[src/rtl/uart_pkg.sv]
// Shared UART definitions: FSM state encoding, line levels, parity selectors.
// Used by both the transmitter and the receiver.
package uart_pkg;

    localparam int DATA_WIDTH_DEF = 8;
    localparam int PRESCALE_W     = 6;

    localparam logic PAR_EVEN  = 1'b0;
    localparam logic PAR_ODD   = 1'b1;
    localparam logic START_BIT = 1'b0;
    localparam logic STOP_BIT  = 1'b1;

    typedef enum logic [2:0] {
        IDLE,
        START,
        DATA,
        PARITY,
        STOP
    } state_t;

endpackage

[src/rtl/uart_tx_bit_timer.sv]
// Bit-period counter: counts 0..P-1 while enabled and flags the last cycle.
// A prescale of 0 behaves as a one-cycle bit.
module uart_tx_bit_timer
    import uart_pkg::*;
(
    input  logic                  clk_i,
    input  logic                  rst_ni,
    input  logic                  load_i,
    input  logic                  en_i,
    input  logic [PRESCALE_W-1:0] prescale_i,
    output logic                  bit_done_o
);

    logic [PRESCALE_W-1:0] cnt_q, cnt_d;
    logic [PRESCALE_W-1:0] last;

    always_comb begin
        last       = (prescale_i == '0) ? '0 : prescale_i - PRESCALE_W'(1);
        bit_done_o = en_i && (cnt_q == last);
        cnt_d      = cnt_q;
        if (load_i) begin
            cnt_d = '0;
        end else if (en_i) begin
            cnt_d = bit_done_o ? '0 : cnt_q + PRESCALE_W'(1);
        end
    end

    always_ff @(posedge clk_i or negedge rst_ni) begin
        if (!rst_ni) begin
            cnt_q <= '0;
        end else begin
            cnt_q <= cnt_d;
        end
    end

endmodule

[src/rtl/uart_tx.sv]
// UART transmitter: start, DATA_WIDTH bits LSB first, optional parity, stop.
// Define UART_TX_SKID_EN to add a one-entry holding buffer and the Buf_Full port.
module uart_tx
    import uart_pkg::*;
#(
    parameter int DATA_WIDTH = DATA_WIDTH_DEF
) (
    input  logic                  CLK,
    input  logic                  RST,
    input  logic [DATA_WIDTH-1:0] P_DATA,
    input  logic                  Data_Valid,
    input  logic                  PAR_EN,
    input  logic                  PAR_TYP,
    input  logic [PRESCALE_W-1:0] Prescale,
    output logic                  TX_OUT,
    output logic                  Busy
`ifdef UART_TX_SKID_EN
    ,
    output logic                  Buf_Full
`endif
);

    localparam int IW = (DATA_WIDTH > 1) ? $clog2(DATA_WIDTH) : 1;

    state_t                state_q;
    logic [DATA_WIDTH-1:0] shreg_q;
    logic                  par_en_q;
    logic                  par_bit_q;
    logic [PRESCALE_W-1:0] presc_q;
    logic [IW-1:0]         idx_q;
    logic                  tx_q;
    logic                  busy_q;

    logic                  bit_done;
    logic                  start_frame;
    logic [DATA_WIDTH-1:0] nxt_data;
    logic                  nxt_pe;
    logic                  nxt_pt;
    logic [PRESCALE_W-1:0] nxt_ps;
    logic                  nxt_par;

`ifdef UART_TX_SKID_EN
    logic [DATA_WIDTH-1:0] buf_data_q;
    logic                  buf_pe_q;
    logic                  buf_pt_q;
    logic [PRESCALE_W-1:0] buf_ps_q;
    logic                  buf_full_q;
    logic                  stop_end;

    assign stop_end = (state_q == STOP) && bit_done;
`endif

    // A new frame starts from IDLE, or back-to-back from the end of STOP when buffered.
    always_comb begin
        nxt_data = P_DATA;
        nxt_pe   = PAR_EN;
        nxt_pt   = PAR_TYP;
        nxt_ps   = Prescale;
`ifdef UART_TX_SKID_EN
        start_frame = ((state_q == IDLE) && Data_Valid) ||
                      (stop_end && (buf_full_q || Data_Valid));
        if (stop_end && buf_full_q) begin
            nxt_data = buf_data_q;
            nxt_pe   = buf_pe_q;
            nxt_pt   = buf_pt_q;
            nxt_ps   = buf_ps_q;
        end
`else
        start_frame = (state_q == IDLE) && Data_Valid;
`endif
        nxt_par = (nxt_pt == PAR_EVEN) ? ^nxt_data : ~^nxt_data;
    end

    uart_tx_bit_timer u_timer (
        .clk_i      (CLK),
        .rst_ni     (RST),
        .load_i     (start_frame),
        .en_i       (busy_q),
        .prescale_i (presc_q),
        .bit_done_o (bit_done)
    );

    always_ff @(posedge CLK or negedge RST) begin
        if (!RST) begin
            state_q   <= IDLE;
            shreg_q   <= '0;
            par_en_q  <= 1'b0;
            par_bit_q <= 1'b0;
            presc_q   <= '0;
            idx_q     <= '0;
            tx_q      <= STOP_BIT;
            busy_q    <= 1'b0;
        end else if (start_frame) begin
            state_q   <= START;
            shreg_q   <= nxt_data;
            par_en_q  <= nxt_pe;
            par_bit_q <= nxt_par;
            presc_q   <= nxt_ps;
            idx_q     <= '0;
            tx_q      <= START_BIT;
            busy_q    <= 1'b1;
        end else begin
            case (state_q)
                START: if (bit_done) begin
                    state_q <= DATA;
                    tx_q    <= shreg_q[0];
                end
                DATA: if (bit_done) begin
                    if (idx_q == IW'(DATA_WIDTH - 1)) begin
                        state_q <= par_en_q ? PARITY : STOP;
                        tx_q    <= par_en_q ? par_bit_q : STOP_BIT;
                    end else begin
                        idx_q   <= idx_q + IW'(1);
                        shreg_q <= shreg_q >> 1;
                        tx_q    <= shreg_q[1];
                    end
                end
                PARITY: if (bit_done) begin
                    state_q <= STOP;
                    tx_q    <= STOP_BIT;
                end
                STOP: if (bit_done) begin
                    state_q <= IDLE;
                    tx_q    <= STOP_BIT;
                    busy_q  <= 1'b0;
                end
                default: ;
            endcase
        end
    end

`ifdef UART_TX_SKID_EN
    always_ff @(posedge CLK or negedge RST) begin
        if (!RST) begin
            buf_data_q <= '0;
            buf_pe_q   <= 1'b0;
            buf_pt_q   <= 1'b0;
            buf_ps_q   <= '0;
            buf_full_q <= 1'b0;
        end else if (stop_end && buf_full_q) begin
            buf_full_q <= 1'b0;
        end else if (busy_q && !buf_full_q && Data_Valid && !stop_end) begin
            buf_data_q <= P_DATA;
            buf_pe_q   <= PAR_EN;
            buf_pt_q   <= PAR_TYP;
            buf_ps_q   <= Prescale;
            buf_full_q <= 1'b1;
        end
    end

    assign Buf_Full = buf_full_q;
`endif

    assign TX_OUT = tx_q;
    assign Busy   = busy_q;

endmodule

[config.mk]
export PLATFORM = sky130hd
export DESIGN_NAME = uart_tx
export DESIGN_NICKNAME = d
export VERILOG_FILES = /design/src/rtl/uart_pkg.sv /design/src/rtl/uart_tx_bit_timer.sv /design/src/rtl/uart_tx.sv
export SDC_FILE = /design/constraint.sdc
export NUM_CORES = 1
export LEC_CHECK = 0
export ABC_CLOCK_PERIOD_IN_PS = 5600
export CORE_MARGIN = 4
export CORE_UTILIZATION = 45
export DETAILED_ROUTE_END_ITERATION = 10
export PLACE_DENSITY = 0.66
export SYNTH_ARGS = -nofsm -noshare
export SYNTH_HDL_FRONTEND = slang
export SYNTH_SLANG_ARGS = --single-unit
[constraint.sdc]
create_clock -name CLK -period 5.6 [get_ports CLK]
set_input_delay 1.4 -clock CLK [delete_from_list [all_inputs] [get_ports CLK]]
set_output_delay 1.4 -clock CLK [all_outputs]
set_load 0.01 [all_outputs]
==> impl_metrics.env <==
export IMPL_cts_inserted_buffers=5
export IMPL_total_grt_usage_pct=18.19
export IMPL_number_of_max_slew_violations_in_the_final_report=0
export IMPL_dieArea_sq_um=5243
export IMPL_tritoncts="yes"
export IMPL_synth_edf_count=0
export IMPL_syn2layout_area_growth_pct=17.43
export IMPL_synth_distinct_cells=43
export IMPL_grt_antenna_before_repair=0
export IMPL_diodes=0
export IMPL_setup_violation_total_in_the_final_timing_report=0
export IMPL_worstSkewPairLatency_ns=0.28
export IMPL_status="complete, no violations"
export IMPL_initial_core_util_pct=46.67
export IMPL_worst_setup_path_type="flip-flop to flip-flop"
export IMPL_grt_overflow=0
export IMPL_pin_count=21
export IMPL_cts_buffer_depth=2
export IMPL_placementRows=23
export IMPL_total_internal_power_uw=358.9
export IMPL_path_clk_slew_ns=0.06
export IMPL_port_buffers=20
export IMPL_worst_slew_pin_slew_ns=1.185
export IMPL_fin_nets=253
export IMPL_routabilityCongestion=0.8188
export IMPL_drt_vias_per_instance=5.968
export IMPL_core_area_sq_um=4000
export IMPL_cp_max_fo=12
export IMPL_rsz0062_at_grt="false"
export IMPL_power_density_nw_per_um2=207.3
export IMPL_min_delay_path_class="flip-flop to flip-flop"
export IMPL_slew_headroom_pct=20.86
export IMPL_cpPeakStageDelay_ns=0.93
export IMPL_timing_setup_tns_ns=0
export IMPL_synth_seq_cells=30
export IMPL_syn_inst=216
export IMPL_power_ir_vdd_worst_v=0.0001307
export IMPL_drt_pre_antenna_iters=4
export IMPL_final_setup_skew_ns=0.002623
export IMPL_synth_flop_cell="sky130_fd_sc_hd__dfrtp_1"
export IMPL_grt_max_degree=31
export IMPL_dieHeight_um=72.41
export IMPL_antenna_violating_nets_post_route=0
export IMPL_timing_critical_path_arrival_ns=3.31
export IMPL_postSynth_asyncResetShare_pct=100.0
export IMPL_netSwitchingPower_uw=95.47
export IMPL_detail_route_iter0_violations=169
export IMPL_share_clk_of_total_power_pct=45.8
export IMPL_mostFrequentLayoutCell="sky130_fd_sc_hd__nand2_1"
export IMPL_post_cts_repair_setup_buffers=0
export IMPL_post_route_util_pct=54.80
export IMPL_share_comb_of_total_power_pct=6.5
export IMPL_setup_worst_path_end_class="flip-flop"
export IMPL_cts_root_buf="sky130_fd_sc_hd__clkbuf_8"
export IMPL_timing_final_crit_period_ns=3.140
export IMPL_dr_total_vias=1677
export IMPL_clock_sinks=30
export IMPL_hold_buffers=0
export IMPL_drc_errors=0
export IMPL_fraction_of_layout_instances_using_a_drive_strength_above_1_pct=7.792
export IMPL_crit_chain="inv_1, ha_1, or3b_2, a21oi_1, xnor2_1, a2111oi_2, nand3_1, o311ai_0"
export IMPL_cp_start_kind="flip-flop"
export IMPL_number_of_gates_resized_after_cts=0
export IMPL_mostFrequentLayoutCells="sky130_fd_sc_hd__nand2_1, sky130_fd_sc_hd__dfrtp_1, sky130_fd_sc_hd__clkdlybuf4s50_1, sky130_fd_sc_hd__xnor2_1"
export IMPL_cp_required_ns=5.77
export IMPL_yosysWarnings=0
export IMPL_detail_route_wirelength_mm=4.313
export IMPL_die_width_um=72.41
export IMPL_cp_slowest_cell="sky130_fd_sc_hd__a2111oi_2"
export IMPL_avgRoutedWirePerCell_um=15.35
export IMPL_p_sw_share_pct=21.01
export IMPL_synth_seq_area_share_pct=40.28
export IMPL_final_hold_viol_count=0
export IMPL_detailedPlacementHpwl_mm=2.872
export IMPL_syn_area_sq_um=1867
export IMPL_mappedNetlistNets=239
export IMPL_period_utilization_pct=56.07
export IMPL_leakage_uw=0.0008261
export IMPL_grt_pass1_wl_mm=7.486
export IMPL_achievable_frequency_mhz=318.5
export IMPL_maxCapViolCount=0
export IMPL_sequentialPowerShare_pct=47.7
export IMPL_htree_num_levels=2
export IMPL_avg_inst_size_synth_sq_um=8.643
export IMPL_vias_in_the_first_global_route=1549
## stage by stage
step                worst slack [ns]  cell area (sq um)  total power (uW)  hold WS (ns)  std cells
floorplan                      3.037               1867             231.0        0.4509        216
global placement               2.529               2082             250.7        0.4699        273
detailed placement             2.514               2082             251.2        0.4683        273
CTS                            2.498               2192             462.3        0.4854        281
global route                   2.196               2192             471.9        0.5116        281
finish                         2.460               2192             454.4        0.4779        281
## worst paths after layout
kind / startpoint / endpoint / slack (ns) / cells after the start
worst max register to register: presc_q[0] / state_q[0] / 2.46 / 8
worst min-delay path: TX_OUT / TX_OUT / 0.48 / 2
worst max-delay path: presc_q[0] / state_q[0] / 2.46 / 8
min in group asynchronous: RST / shreg_q[0] / 1.51 / 2
worst min register to register: TX_OUT / TX_OUT / 0.48 / 2
max in group asynchronous: RST / TX_OUT / 3.77 / 2
## power groups by stage
stage | sequential [uW] | combinational [uW] | clock [uW]
3_3_place_gp | 221 | 30.0 | 0
6_report | 217 | 29.5 | 208
3_5_place_dp | 221 | 30.4 | 0
4_1_cts | 217 | 30.6 | 215
5_1_grt | 217 | 32.8 | 223
2_1_floorplan | 221 | 10.2 | 0
## Yosys cell counts (all sizes together) (4+ instances only)
cell type	n	area share [%]
nor2	9	1.8
clkbuf	10	2.0
o31ai	10	4.0
ha	4	2.7
xnor2	11	5.2
o21ai	9	2.4
dfrtp	29	39
nor3	9	2.7
o311ai	5	2.3
buf	5	1.3
nand2	33	6.6
inv	6	1.2
nand3	6	1.6
nand4	10	3.4
nor2b	4	1.3
a31oi	5	1.7
o22ai	5	1.7
a21oi	10	2.7
## flip-flops by register name, summed over array words and instances, names as in the netlist
name / flops
u_timer.cnt_q: 6
TX_OUT: 1
presc_q: 6
par_en_q: 1
par_bit_q: 1
Busy: 1
shreg_q: 8
state_q: 3
idx_q: 3
## area by class of cell
type	count	area (sq um)
multi-input cells	165	1030
repair buffers	22	215.2
well taps	50	62.56
flip-flops and latches	30	752.0
inverters	6	22.52
clock buffers	8	110.1
fillers	390	1808
## critical path: cells and delay by family, from the launching register on
| family | cells | cell delay [ns] |
|---|---|---|
| buf+inv | 1 | 0.11 |
| compound gates | 3 | 1.47 |
| fa+ha+maj | 1 | 0.23 |
| flops | 1 | 0.42 |
| simple gates | 2 | 0.70 |
| xor+xnor | 1 | 0.11 |
## cells by family after synthesis
kind of cell	share of synthesized area, %
AOI/OAI and AO/OA	21.45
xor gates and xnor gates	6.568
adders and majority gates	2.681
buffers and inverters	4.558
DFF	40.28
muxes	1.072
and+or+nand+nor	23.39
## layer usage
| layer | share of wire (%) | track usage (%) | routed length (um) | vias up |
|---|---|---|---|---|
| met1 | 46 | 26.11 | 2004 | 794 |
| li1 | - | - | - | 822 |
| met5 | 0 | 0 | 0 | - |
| met2 | 46 | 26.49 | 2004 | 54 |
| met3 | 5.7 | 4.432 | 244 | 7 |
| met4 | 1.4 | 6.762 | 60 | 0 |
Note: power is estimated with default switching activity, not from simulation.
